### src/rtl/sd_pixel_pkg.sv
// Shared types for the SD byte-stream to RGB888 pixel packer.
package sd_pixel_pkg;

    localparam int unsigned COORD_W = 10;

    typedef struct packed {
        logic [23:0]        rgb;
        logic [COORD_W-1:0] x;
        logic [COORD_W-1:0] y;
        logic               sof;
        logic               eol;
    } pixel_t;

    typedef enum logic [1:0] {SKIP, PACK, DONE} state_t;

endpackage

### src/rtl/sd_pixel_packer_sync_fifo.sv
// Synchronous first-word fall-through FIFO; a push while full succeeds only alongside a pop.
module sync_fifo #(
    parameter int unsigned WIDTH = 8,
    parameter int unsigned DEPTH = 16
) (
    input  logic             clk,
    input  logic             rst_n,
    input  logic             push,
    input  logic             pop,
    input  logic             flush,
    input  logic [WIDTH-1:0] din,
    output logic [WIDTH-1:0] dout,
    output logic             full,
    output logic             empty
);
    localparam int unsigned AW = $clog2(DEPTH);

    logic [WIDTH-1:0] mem [DEPTH];
    logic [AW-1:0]    wr_ptr;
    logic [AW-1:0]    rd_ptr;
    logic [AW:0]      count;
    logic             do_push;
    logic             do_pop;

    always_comb begin
        full    = (count == (AW+1)'(DEPTH));
        empty   = (count == '0);
        do_pop  = pop && !empty;
        do_push = push && (!full || do_pop);
        // Head is masked while empty so idle outputs read as zero.
        dout    = empty ? '0 : mem[rd_ptr];
    end

    always_ff @(posedge clk) begin
        if (do_push && !flush)
            mem[wr_ptr] <= din;
    end

    always_ff @(posedge clk or negedge rst_n) begin
        if (!rst_n) begin
            wr_ptr <= '0;
            rd_ptr <= '0;
            count  <= '0;
        end else if (flush) begin
            wr_ptr <= '0;
            rd_ptr <= '0;
            count  <= '0;
        end else begin
            if (do_push)
                wr_ptr <= wr_ptr + 1'b1;
            if (do_pop)
                rd_ptr <= rd_ptr + 1'b1;
            case ({do_push, do_pop})
                2'b10:   count <= count + 1'b1;
                2'b01:   count <= count - 1'b1;
                default: count <= count;
            endcase
        end
    end

endmodule

### src/rtl/sd_pixel_packer.sv
// Packs SD file bytes (R,G,B order) into coordinate-tagged pixels behind a small FWFT FIFO.
module sd_pixel_packer
    import sd_pixel_pkg::*;
#(
    parameter int unsigned HEADER_BYTES = 0,
    parameter int unsigned FRAME_WIDTH  = 640,
    parameter int unsigned FRAME_HEIGHT = 480,
    parameter int unsigned FIFO_DEPTH   = 16
) (
    input  logic        clk,
    input  logic        rst_n,
    input  logic        restart,
    input  logic        in_valid,
    input  logic [7:0]  in_byte,
    output logic        out_valid,
    input  logic        out_ready,
    output logic [23:0] out_rgb,
    output logic [9:0]  out_x,
    output logic [9:0]  out_y,
    output logic        out_sof,
    output logic        out_eol,
    output logic        frame_done,
    output logic        overflow
);
    localparam state_t             START    = (HEADER_BYTES == 0) ? PACK : SKIP;
    localparam logic [COORD_W-1:0] X_LAST   = COORD_W'(FRAME_WIDTH - 1);
    localparam logic [COORD_W-1:0] Y_LAST   = COORD_W'(FRAME_HEIGHT - 1);
    localparam logic [31:0]        HDR_LAST = 32'((HEADER_BYTES == 0) ? 0 : HEADER_BYTES - 1);

    state_t             state;
    state_t             state_next;
    logic [1:0]         phase;
    logic [7:0]         r_byte;
    logic [7:0]         g_byte;
    logic [COORD_W-1:0] x;
    logic [COORD_W-1:0] y;
    logic [31:0]        skip_cnt;
    logic               accept;
    logic               complete;
    logic               last_pix;
    logic               fifo_full;
    logic               fifo_empty;
    pixel_t             push_pix;
    pixel_t             head_pix;

    always_comb begin
        accept   = in_valid && !restart;
        complete = accept && (state == PACK) && (phase == 2'd2);
        last_pix = (x == X_LAST) && (y == Y_LAST);
        push_pix = '{rgb: {r_byte, g_byte, in_byte}, x: x, y: y,
                     sof: (x == '0) && (y == '0), eol: (x == X_LAST)};
    end

    always_ff @(posedge clk or negedge rst_n) begin
        if (!rst_n)
            state <= START;
        else
            state <= state_next;
    end

    always_comb begin
        state_next = state;
        if (restart)
            state_next = START;
        else begin
            case (state)
                SKIP:    if (in_valid && skip_cnt == HDR_LAST) state_next = PACK;
                PACK:    if (complete && last_pix) state_next = DONE;
                default: state_next = state;
            endcase
        end
    end

    always_ff @(posedge clk or negedge rst_n) begin
        if (!rst_n) begin
            phase    <= '0;
            r_byte   <= '0;
            g_byte   <= '0;
            x        <= '0;
            y        <= '0;
            skip_cnt <= '0;
            overflow <= 1'b0;
        end else if (restart) begin
            phase    <= '0;
            x        <= '0;
            y        <= '0;
            skip_cnt <= '0;
            overflow <= 1'b0;
        end else begin
            if (in_valid && state == SKIP)
                skip_cnt <= skip_cnt + 32'd1;
            if (accept && state == PACK) begin
                case (phase)
                    2'd0:    begin r_byte <= in_byte; phase <= 2'd1; end
                    2'd1:    begin g_byte <= in_byte; phase <= 2'd2; end
                    default: phase <= 2'd0;
                endcase
            end
            // Coordinates advance even when the pixel is dropped.
            if (complete) begin
                if (fifo_full && !out_ready)
                    overflow <= 1'b1;
                if (x == X_LAST) begin
                    x <= '0;
                    y <= y + 1'b1;
                end else begin
                    x <= x + 1'b1;
                end
            end
        end
    end

    sync_fifo #(
        .WIDTH ($bits(pixel_t)),
        .DEPTH (FIFO_DEPTH)
    ) u_fifo (
        .clk   (clk),
        .rst_n (rst_n),
        .push  (complete),
        .pop   (out_ready),
        .flush (restart),
        .din   (push_pix),
        .dout  (head_pix),
        .full  (fifo_full),
        .empty (fifo_empty)
    );

    always_comb begin
        out_valid  = !fifo_empty;
        out_rgb    = head_pix.rgb;
        out_x      = head_pix.x;
        out_y      = head_pix.y;
        out_sof    = head_pix.sof;
        out_eol    = head_pix.eol;
        frame_done = (state == DONE) && fifo_empty;
    end

endmodule

### config.mk
export PLATFORM = sky130hd
export DESIGN_NAME = sd_pixel_packer
export DESIGN_NICKNAME = d
export VERILOG_FILES = /design/src/rtl/sd_pixel_pkg.sv /design/src/rtl/sd_pixel_packer_sync_fifo.sv /design/src/rtl/sd_pixel_packer.sv
export SDC_FILE = /design/constraint.sdc
export NUM_CORES = 1
export LEC_CHECK = 0
export CAP_MARGIN = 30
export CORE_ASPECT_RATIO = 1.75
export CORE_MARGIN = 5
export CORE_UTILIZATION = 62
export CTS_CLUSTER_SIZE = 16
export DETAILED_ROUTE_END_ITERATION = 8
export GPL_ROUTABILITY_DRIVEN = 0
export PLACE_DENSITY = 0.87
export SLEW_MARGIN = 10
export SYNTH_ARGS = -nofsm -noshare
export SYNTH_HDL_FRONTEND = slang
export SYNTH_SLANG_ARGS = --single-unit
### constraint.sdc
create_clock -name clk -period 4.7 [get_ports clk]
set_input_delay 0.47 -clock clk [delete_from_list [all_inputs] [get_ports clk]]
set_output_delay 0.47 -clock clk [all_outputs]
set_load 0.03 [all_outputs]
# After elaboration in Yosys (flattened, before gate mapping)
# Memory sizes are Yosys's and may differ from the RTL's.
# Cells that the tools add are included.
# op_classes
n_reduce_logical	38
n_eq_ne	11
bitwise_logic	1
add_sub_neg	7
muxes	27
# ops
operator	n
two-way mux 32 bit	2
two-way mux 10 bit	6
two-way mux 46 bit	1
adder 32 x 1 -> 32 bit, second input constant	1
logical NOT 32 bit	1
adder 10 x 1 -> 10 bit, second input constant	2
logical NOT 10 bit	2
two-way mux 4 bit	4
nonzero test 2 bit	7
logical AND 1 bit	13
equality test 10 bit, second input constant	1
equality test 10 x 9 -> 1 bit, second input constant	1
two-way mux 2 bit	5
case mux 5 bit (2 select lines)	1
AND reduction 3 bit	3
adder 4 x 1 -> 4 bit, second input constant	2
case mux 2 bit (2 select lines)	2
equality test 2 x 1 -> 1 bit, second input constant	3
equality test 2 bit, second input constant	3
!= test 3 bit, second input constant	2
nonzero test 3 bit	2
adder 5 x 1 -> 5 bit, second input constant	1
equality test 5 bit, second input constant	1
logical NOT 5 bit	1
other kinds (8)	17
# word_totals
word_cells	96
inputBits	13
n_memories	1
ram_bits	736
ff_bits	86
# memory_table
memory	depth	width	rd	rd_ports_with_merged_regs	write_ports	line_no	text
u_fifo.mem	16	46	1	0	1	sd_pixel_packer_sync_fifo.sv:18	logic [WIDTH-1:0] mem [DEPTH];

# Depth between registers and ports, before layout
# Gate-level depths: netlist of the first run.
# depth
word_depth	8
mapped_depth	11

# Hierarchy
# A second synthesis of the first run with hierarchy kept.
# hier_totals
cells_unflattened	1647
hier_area_um2	32627.5
# by_module_without_submodules
mod	cells_per_inst	n_inst	area_per_inst_um2	seq_area_each_um2
sync_fifo	1246	1	28745.1	22426.5
sd_pixel_packer	401	1	3882.5	1828.0

# Worst setup path before layout of the first run
# OpenSTA, ideal clock, no wires.
# synth_path
path_type	register to register
startpoint	register state[0]
endpoint	memory u_fifo.mem[0][0] in the netlist's numbering, enable pin
required_time_ns	4.250
t_arrival_ns	3.611
stages_incl_launch_ff	5
setup_slack_ns	0.640
setup_time_ns	0.450
period_less_slack_ns	4.060
cell_sequence	dfstp_2 -> nand4bb_1 -> a211oi_2 -> or3b_1 -> nor2_1
# synth_via
elab_chain_cells	7
# synth_lines
item	line_no	text
start: declaration	sd_pixel_packer.sv:30	state_t state;
start signal: assignment	sd_pixel_packer.sv:58	state <= state_next;
equality test 2 x 1 -> 1 bit	sd_pixel_packer.sv:48	complete = accept && (state == PACK) && (phase == 2'd2);
logical AND 1 bit (2 in series)	sd_pixel_packer.sv:48	
logical AND 1 bit	sd_pixel_packer_sync_fifo.sv:29	do_push = push && (!full || do_pop);
logical AND 1 bit	sd_pixel_packer_sync_fifo.sv:35	if (do_push && !flush)
two-way mux 1 bit	sd_pixel_packer_sync_fifo.sv:35	
two-way mux 1 bit (not written as such)	sd_pixel_packer_sync_fifo.sv:36	mem[wr_ptr] <= din;
end: declaration	sd_pixel_packer_sync_fifo.sv:18	
# No other way between the ends.

# Worst setup path after layout of the first run
# layout_path
startpoint	register u_fifo.rd_ptr[0]
endpoint	output out_x[6]
# layout_via
elab_chain_cells	2
# layout_lines
item	line_no	text
start: declaration	sd_pixel_packer_sync_fifo.sv:20	logic [AW-1:0] rd_ptr;
start signal: assignment	sd_pixel_packer_sync_fifo.sv:52	rd_ptr <= rd_ptr + 1'b1;
memory (16 x 46 bit)	n/a	
two-way mux 46 bit	sd_pixel_packer_sync_fifo.sv:31	dout = empty ? '0 : mem[rd_ptr];
end: declaration	sd_pixel_packer.sv:18	output logic [9:0] out_x,
# No other way between the ends.

==> summary.md, run 1 <==
| Metric | Value |
|---|---|
| Run status | `finished, final reports clean` |
| Yosys top cell by area | `edfxtp_1` |
| Synth top area share | `between 60% and 70%` |
| Most used DFF post-synth | `edfxtp_1` |
| Pre-antenna DRT Iters | `6` |
| Root Buffer | `clkbuf_16` |
| Clock-pin slew on the worst setup and hold paths | `about 0.07 ns` |
| Initial Utilization | `around 63%` |
| Synthesized net count | `~1600` |
| Synth Warn # | `0` |
| Post-synth EDFFs | `roughly 740` |
| Final critical-path required period | `slightly above 4 ns` |
| Met2 usage | `approximately 48%` |
| Die ar. | `about 58000 µm²` |
| TNS Setup | `0 ns` |
| CTS Sinks | `a little over 800` |
| CP max FO | `57` |
| Reg2reg path depth | `5` |
| Slew Limit Fails | `0` |
| Worst Skew | `around 0.031 ns` |
| Synth cell count leaders | `edfxtp_1 (736), mux4_2 (168), dfrtp_1 (85)` |
| Slew @ Worst Pin | `0.916 ns` |
| Fin crit share | `between 80% and 90%` |
| Synth area leaders | `edfxtp_1 (67%), mux4_2 (12%), dfrtp_1 (6.5%), mux4_1 (5.0%), and2_1 (0.91%)` |
| Antenna Cells | `0` |
| Share of cells above drive strength 1 | `approximately a fifth` |
| DRC | `0` |
| Skew-Pair Late Insertion Delay | `roughly 0.62 ns` |
| Met3 usage | `about 4.5%` |
| Vias | `between 15000 and 20000` |
| Post-Synthesis Cells | `1551` |
| First-pass GRT wire length | `between 100000 and 150000 µm` |
| Vias in the first global route | `around 17000` |
| Post-route antenna net violation count | `0` |
| Hold Fails Final Rpt | `0` |
| RR Endpoint | `u_fifo.mem[1][36]$_DFFE_PP_` |
| Final Cell Area | `36700 µm²` |
| Fmax | `between 200 and 250 MHz` |
| CP Data Arrival Time | `3.67 ns` |
| Synth-to-layout area growth | `11.7%` |
| Async SR Flop Fraction | `a little over a tenth` |
| Total of max-cap violations | `0` |
| Core area | `52500 µm²` |
| Dpl hpwl | `~39000 µm` |
| Routed wire length per instance | `32.4 µm` |
| Hold buffers post-CTS | `1` |
| TritonCTS buffer count | `70` |
| GR Overflow Total | `0` |
| Total track usage | `between 20% and 30%` |
| Startpoint types | `flip-flop` |
| Setup CP Type | `flip-flop to output pin` |
| Fill count | `2896` |
| DP Area | `34400 µm²` |
| Buffers on Ports | `61` |
| Nets@finish | `1670` |
| Row count | `roughly 110` |
| Leakage power | `~12 nW` |
| Met1 usage | `approximately 35%` |
| # H-tree levels | `3` |
| Die H | `between 300 and 400 µm` |
| Largest net degree at the start of global routing | `76` |
| CTS tree | `done` |
| Top Ports | `62` |
| Area of the mapped netlist | `approximately 33000 µm²` |
| Avg Cell Area, Syn | `approximately 21 µm²` |
| Iter 0 DRT Violations | `between 1500 and 2000` |
| Chip Width | `approximately 180 µm` |
| Unrepaired setup endpoints after global routing | `no` |
| Initial antenna violation count | `0` |
| Most common cell in the synthesized netlist | `edfxtp_1` |
| Post-synthesis sequential area ratio | `between 70% and 80%` |
| Seq cells post-synth | `between 800 and 900` |
| Relative slew slack | `about two fifths` |
| # setup viols final | `0` |
| VDD IR max | `~0.35 mV` |
| # Post-CTS Setup Buffers | `0` |
| Hold crit path type | `input pin to async pin` |
| Yosys cell types | `57` |
| Flop2flop setup slack | `1.49 ns` |
| Busiest grt layer | `met2` |
| Vias/cell | `between 6 and 7` |
| CP endpoint kind | `output pin` |
| Post-CTS sizing | `0` |
| Total Wirelength | `slightly below 80000 µm` |
| CP required | `around 4.2 ns` |
| Maximum buffer depth of the clock tree | `3` |
| P per Cell Area | `just under 500 nW/µm²` |
| Reg2Reg Launch Point | `state[0]$_DFFE_PN1P_` |
## worst max-delay path: stages, from the launching register on
cell and delay (ns):
dfrtp_4 0.54, buf_12 0.39, mux4_1 0.71, mux4_2 0.55, and2_1 0.20, clkdlybuf4s50_1 0.60
## power by group
| part | total, mW | switching, mW | internal (mW) |
|---|---|---|---|
| Sequential | 8.39 | 0.256 | 8.14 |
| Clock | 5.91 | 2.59 | 3.32 |
| Combinational | 3.51 | 1.86 | 1.65 |
| Total | 17.8 | 4.70 | 13.1 |
## stage by stage
stage / setup slack (ns) / cells / total power [mW] / hold slack [ns] / util [%]
3_5_place_dp: 1.07 / 2249 / 12.0 / 0.467 / 65.5
3_3_place_gp: 1.12 / 2248 / 11.9 / 0.461 / 65.5
5_1_grt: 0.455 / 2375 / 18.4 / 0.400 / 69.9
4_1_cts: 0.504 / 2375 / 17.9 / 0.350 / 69.9
6_report: 0.562 / 2375 / 17.8 / 0.359 / 69.9
2_1_floorplan: 0.640 / 1551 / 11.0 / 0.174 / -
## layer usage
layer,vias up,share of wire (%)
met4,0,3.4
met5,-,0
met2,1010,55
li1,6589,-
met1,8586,34
met3,188,7.9
## worst max-delay path by stage
stage | from | end | slack (ns)
after floorplan | state[0]$_DFFE_PN1P_ | u_fifo.mem[0][0]$_DFFE_PP_ | 0.64
after global placement | in_valid | u_fifo.mem[1][38]$_DFFE_PP_ | 1.12
after detailed placement | in_valid | u_fifo.mem[6][41]$_DFFE_PP_ | 1.07
after CTS | u_fifo.rd_ptr[0]$_DFFE_PN0P_ | out_x[6] | 0.50
after global routing | u_fifo.rd_ptr[0]$_DFFE_PN0P_ | out_x[6] | 0.46
final | u_fifo.rd_ptr[0]$_DFFE_PN0P_ | out_x[6] | 0.56
## flip-flops by register name, indices dropped and copies added, names as in the netlist
| signal | cells |
|---|---|
| u_fifo.rd_ptr | 4 |
| x | 10 |
| g_byte | 8 |
| y | 10 |
| state | 2 |
| phase | 2 |
| u_fifo.wr_ptr | 4 |
| u_fifo.count | 5 |
| u_fifo.mem | 736 |
| overflow | 1 |
| skip_cnt | 32 |
| r_byte | 8 |
## cell type report
class	count	area, µm²	share of cell area [%]
flip-flops and latches	822	24300	66.1
multi-input cells	633	8120	22.1
clock buffers	93	1910	5.21
repair buffers	94	1080	2.94
well taps	678	848	2.31
clock inverters	32	382	1.04
inverters	23	86.3	0.235
## kinds of logic (layout without fill, tap and decap cells)
kind of cell    Yosys count  count (layout)  share of synthesized area (%)
xor+xnor                 42              42                           1.12
simple gates            274             274                           4.45
buf+inv                  96             242                           1.84
mux                     253             253                           17.3
fa+ha+maj                13              13                          0.495
compound gates           51              51                          0.987
flops                   822             822                           73.8
## cell usage in the layout (no fill, tap or decap), types with 16 or more instances in the layout
cell             count
nor2_4              16
xnor2_1             28
clkbuf_1            18
and2_1              48
a21oi_1             18
clkbuf_16           72
nor3_1              17
nor2_1              64
nand3_1             21
mux4_2             168
buf_12              18
mux4_1              62
nand2_1             36
clkdlybuf4s50_1     59
edfxtp_1           736
inv_1               22
dfrtp_1             81
(Power assumes the default switching activity.)
==> run 2, diff against run 1 <==
--- a/config.mk
+++ b/config.mk
@@ -17,3 +17,4 @@
 export SYNTH_ARGS = -nofsm -noshare
 export SYNTH_HDL_FRONTEND = slang
 export SYNTH_SLANG_ARGS = --single-unit
+export TNS_END_PERCENT = 50
==> results of run 2 <==
Same layout as run 1: the final DEF is identical, and so are final timing and power.
==> run 3, diff against run 2 <==
--- a/config.mk
+++ b/config.mk
@@ -9,6 +9,7 @@
 export CORE_ASPECT_RATIO = 1.75
 export CORE_MARGIN = 5
 export CORE_UTILIZATION = 62
+export CTS_BUF_LIST = sky130_fd_sc_hd__clkbuf_16
 export CTS_CLUSTER_SIZE = 16
 export DETAILED_ROUTE_END_ITERATION = 8
 export GPL_ROUTABILITY_DRIVEN = 0
==> run 3 against run 2 <==
Effect of this change: final cell count unchanged; clock skew decreased by 0.0014 ns; total power decreased by 0.68%; critical path type unchanged; non-clock buffer count unchanged; largest power group unchanged; clock power decreased by 2%; clock-buffer cell count decreased by 21; critical path depth unchanged; core utilization decreased by 0.057 points; via count increased by 0.61%; die area unchanged; sequential share of layout area increased by 0.054 points.
==> summary.md, run 3 (synthesis results as in run 1) <==
| Metric | Value |
|---|---|
| Run status | `finished, final reports clean (unchanged)` |
| Final critical-path required period | `4.09 ns (was 4.14 ns)` |
| CP startpoint | `u_fifo.rd_ptr[0]$_DFFE_PN0P_ (unchanged)` |
| Commonest non-fill, non-tap cells in the layout | `edfxtp_1 (736), mux4_2 (168), dfrtp_1 (81) (unchanged)` |
| Fmax | `245 MHz (was 242 MHz)` |
| CTS tree | `done (unchanged)` |
| Max FFs per register | `736 (unchanged)` |
| Initial Utilization | `62.6% (unchanged)` |
| Final Cell Area | `36700 µm² (about the same)` |
| Vias | `16473 (was 16373)` |
| Placed cells | `2249 (unchanged)` |
| VDD IR max | `0.347 mV (was 0.346 mV)` |
| TNS Setup | `0 ns (unchanged)` |
| Top Ports | `62 (unchanged)` |
| CP endpoint kind | `output pin (unchanged)` |
| Register area | `24300 µm² (unchanged)` |
| CP Data Arrival Time | `3.62 ns (was 3.67 ns)` |
| Worst path slowest cell | `mux4_1 (unchanged)` |
| Fill count | `2914 (was 2896)` |
| First-pass GRT wire length | `113000 µm (was 114000 µm)` |
| Multi-input gate area | `8120 µm² (unchanged)` |
| Flop2flop setup slack | `1.46 ns (was 1.49 ns)` |
| Row count | `111 (unchanged)` |
| # H-tree levels | `3 (unchanged)` |
| Cell-internal power | `13.0 mW (was 13.1 mW)` |
| Clock power frac | `32.8% (was 33.2%)` |
| Top reg by flops | `u_fifo.mem (unchanged)` |
| Antenna Cells | `0 (unchanged)` |
| Fin crit share | `87.0% (was 88.0%)` |
| Total of max-cap violations | `0 (unchanged)` |
| Hold crit path type | `input pin to async pin (unchanged)` |
| Routed wire length per instance | `32.1 µm (was 32.4 µm)` |
| Hold Fails Final Rpt | `0 (unchanged)` |
| Reg2Reg Launch Point | `state[0]$_DFFE_PN1P_ (unchanged)` |
| Dpl hpwl | `39200 µm (unchanged)` |
| Largest net degree at the start of global routing | `76 (unchanged)` |
| Buffers on Ports | `61 (unchanged)` |
| Die H | `314 µm (unchanged)` |
| Power Total | `17.7 mW (was 17.8 mW)` |
| RR Endpoint | `u_fifo.mem[3][6]$_DFFE_PP_ (was u_fifo.mem[1][36]$_DFFE_PP_)` |
| GR Overflow Total | `0 (unchanged)` |
| Synth-to-layout area growth | `11.6% (was 11.7%)` |
| Vias/cell | `6.94 (was 6.89)` |
| Vias in the first global route | `16929 (was 17041)` |
| Setup CP Type | `flip-flop to output pin (unchanged)` |
| Chip Width | `184 µm (unchanged)` |
| Commonest non-fill, non-tap cell in the layout | `edfxtp_1 (unchanged)` |
| Nets@finish | `1670 (unchanged)` |
| Skew-Pair Late Insertion Delay | `0.62 ns (about the same)` |
| Iter 0 DRT Violations | `1986 (was 1848)` |
| DRC | `0 (unchanged)` |
| Top Registers | `u_fifo.mem x736, skip_cnt x32 (unchanged)` |
| Post-CTS sizing | `0 (unchanged)` |
| Initial antenna violation count | `1 (was 0)` |
| Core area | `52500 µm² (unchanged)` |
| Slew @ Worst Pin | `0.911 ns (was 0.916 ns)` |
| Total Wirelength | `76200 µm (was 77000 µm)` |
| TritonCTS buffer count | `70 (unchanged)` |
| DP Area | `34400 µm² (unchanged)` |
| Die ar. | `57900 µm² (unchanged)` |
| Critical Path Sink | `out_x[4] (was out_x[6])` |
| Maximum buffer depth of the clock tree | `3 (unchanged)` |
| Relative slew slack | `39.1% (was 38.9%)` |
| Pre-antenna DRT Iters | `8 (was 6)` |
| Slew Limit Fails | `0 (unchanged)` |
| P per Cell Area | `483 nW/µm² (was 486 nW/µm²)` |
| Hold buffers post-CTS | `1 (unchanged)` |
| Reg2reg path depth | `5 (unchanged)` |
| Sw Pwr | `4.67 mW (was 4.70 mW)` |
| # setup viols final | `0 (unchanged)` |
| # Post-CTS Setup Buffers | `0 (unchanged)` |
| Unrepaired setup endpoints after global routing | `no (unchanged)` |
| Worst hold slack | `0.365 ns (was 0.359 ns)` |
| Startpoint types | `flip-flop (unchanged)` |
| Post-route antenna net violation count | `0 (unchanged)` |
| Comb pwr share | `19.8% (was 19.7%)` |
| Worst Skew | `0.0296 ns (was 0.0310 ns)` |
| CP required | `4.23 ns (about the same)` |
| Sequential power share | `47.4% (was 47.1%)` |
| Clock-pin slew on the worst setup and hold paths | `0.07 ns (about the same)` |
| CP max FO | `57 (unchanged)` |
| Crit-path cells | `buf_12, mux4_1, mux4_2, and2_1, clkdlybuf4s50_1 (unchanged)` |
| Worst path max stage delay | `0.68 ns (was 0.71 ns)` |
| Root Buffer | `clkbuf_16 (unchanged)` |
| Layout Cells excl Fill | `2375 (unchanged)` |
| Share of cells above drive strength 1 | `20.3% (was 20.4%)` |
| CTS Sinks | `822 (unchanged)` |
| Total track usage | `26.9% (was 27.2%)` |
| Leakage power | `12.2 nW (was 12.1 nW)` |
| Net Sw Frac | `26.4% (about the same)` |
[run 3: cell types whose count changed in the layout (fill, tap and decap cells not counted), sizes merged]
cell | before | now
clkbuf | 93 | 72
inv | 29 | 47
clkinv | 16 | 19
[run 3: power by group through the flow]
stage | registers (mW) | logic (mW) | clock network (mW)
after floorplan | 8.41 | 2.57 | 0
after global placement | 8.50 | 3.40 | 0
after detailed placement | 8.54 | 3.49 | 0
after CTS | 8.39 | 3.55 | 5.87
after global routing | 8.41 | 3.67 | 6.20
final | 8.39 | 3.50 | 5.79
[run 3: metrics by stage]
| stage | worst slack (ns) | util, % |
|---|---|---|
| 2_1_floorplan | 0.640 | - |
| 3_3_place_gp | 1.12 | 65.5 |
| 3_5_place_dp | 1.07 | 65.5 |
| 4_1_cts | 0.593 | 69.8 |
| 5_1_grt | 0.539 | 69.8 |
| 6_report | 0.610 | 69.8 |
[run 3: worst max-delay path, delay by kind of cell (launching register included)]
family | cells | cell delay, ns
muxes | 2 | 1.23
buffers and inverters | 2 | 0.95
DFF | 1 | 0.54
and+or+nand+nor | 1 | 0.18
[run 3: how the worst min path moves through the flow]
stage / from / to / slack, ns / cells past startpoint
3_5_place_dp: rst_n / u_fifo.wr_ptr[3]$_DFFE_PN0P_ / 0.47 / 1
4_1_cts: rst_n / u_fifo.count[3]$_DFFE_PN0P_ / 0.36 / 2
3_3_place_gp: rst_n / u_fifo.wr_ptr[2]$_DFFE_PN0P_ / 0.46 / 1
6_report: rst_n / u_fifo.count[3]$_DFFE_PN0P_ / 0.37 / 2
2_1_floorplan: rst_n / g_byte[0]$_DFFE_PN0P_ / 0.17 / 0
5_1_grt: rst_n / u_fifo.wr_ptr[2]$_DFFE_PN0P_ / 0.40 / 2
[run 3: cell type report]
type	count	area share, %
clock buffer	72	4.92
timing repair buffer	94	2.94
inverter	23	0.236
multi-input combinational	633	22.1
sequential	822	66.2
tap	678	2.31
clock inverter	53	1.26
[run 3: metal layers]
layer | vias to the layer above | GRT usage (%) | share of wire [%]
met1 | 8604 | 34.0 | 34
li1 | 6592 | - | -
met5 | - | 0 | 0
met4 | 0 | 9.18 | 3.8
met3 | 185 | 4.07 | 7.4
met2 | 1092 | 47.7 | 55
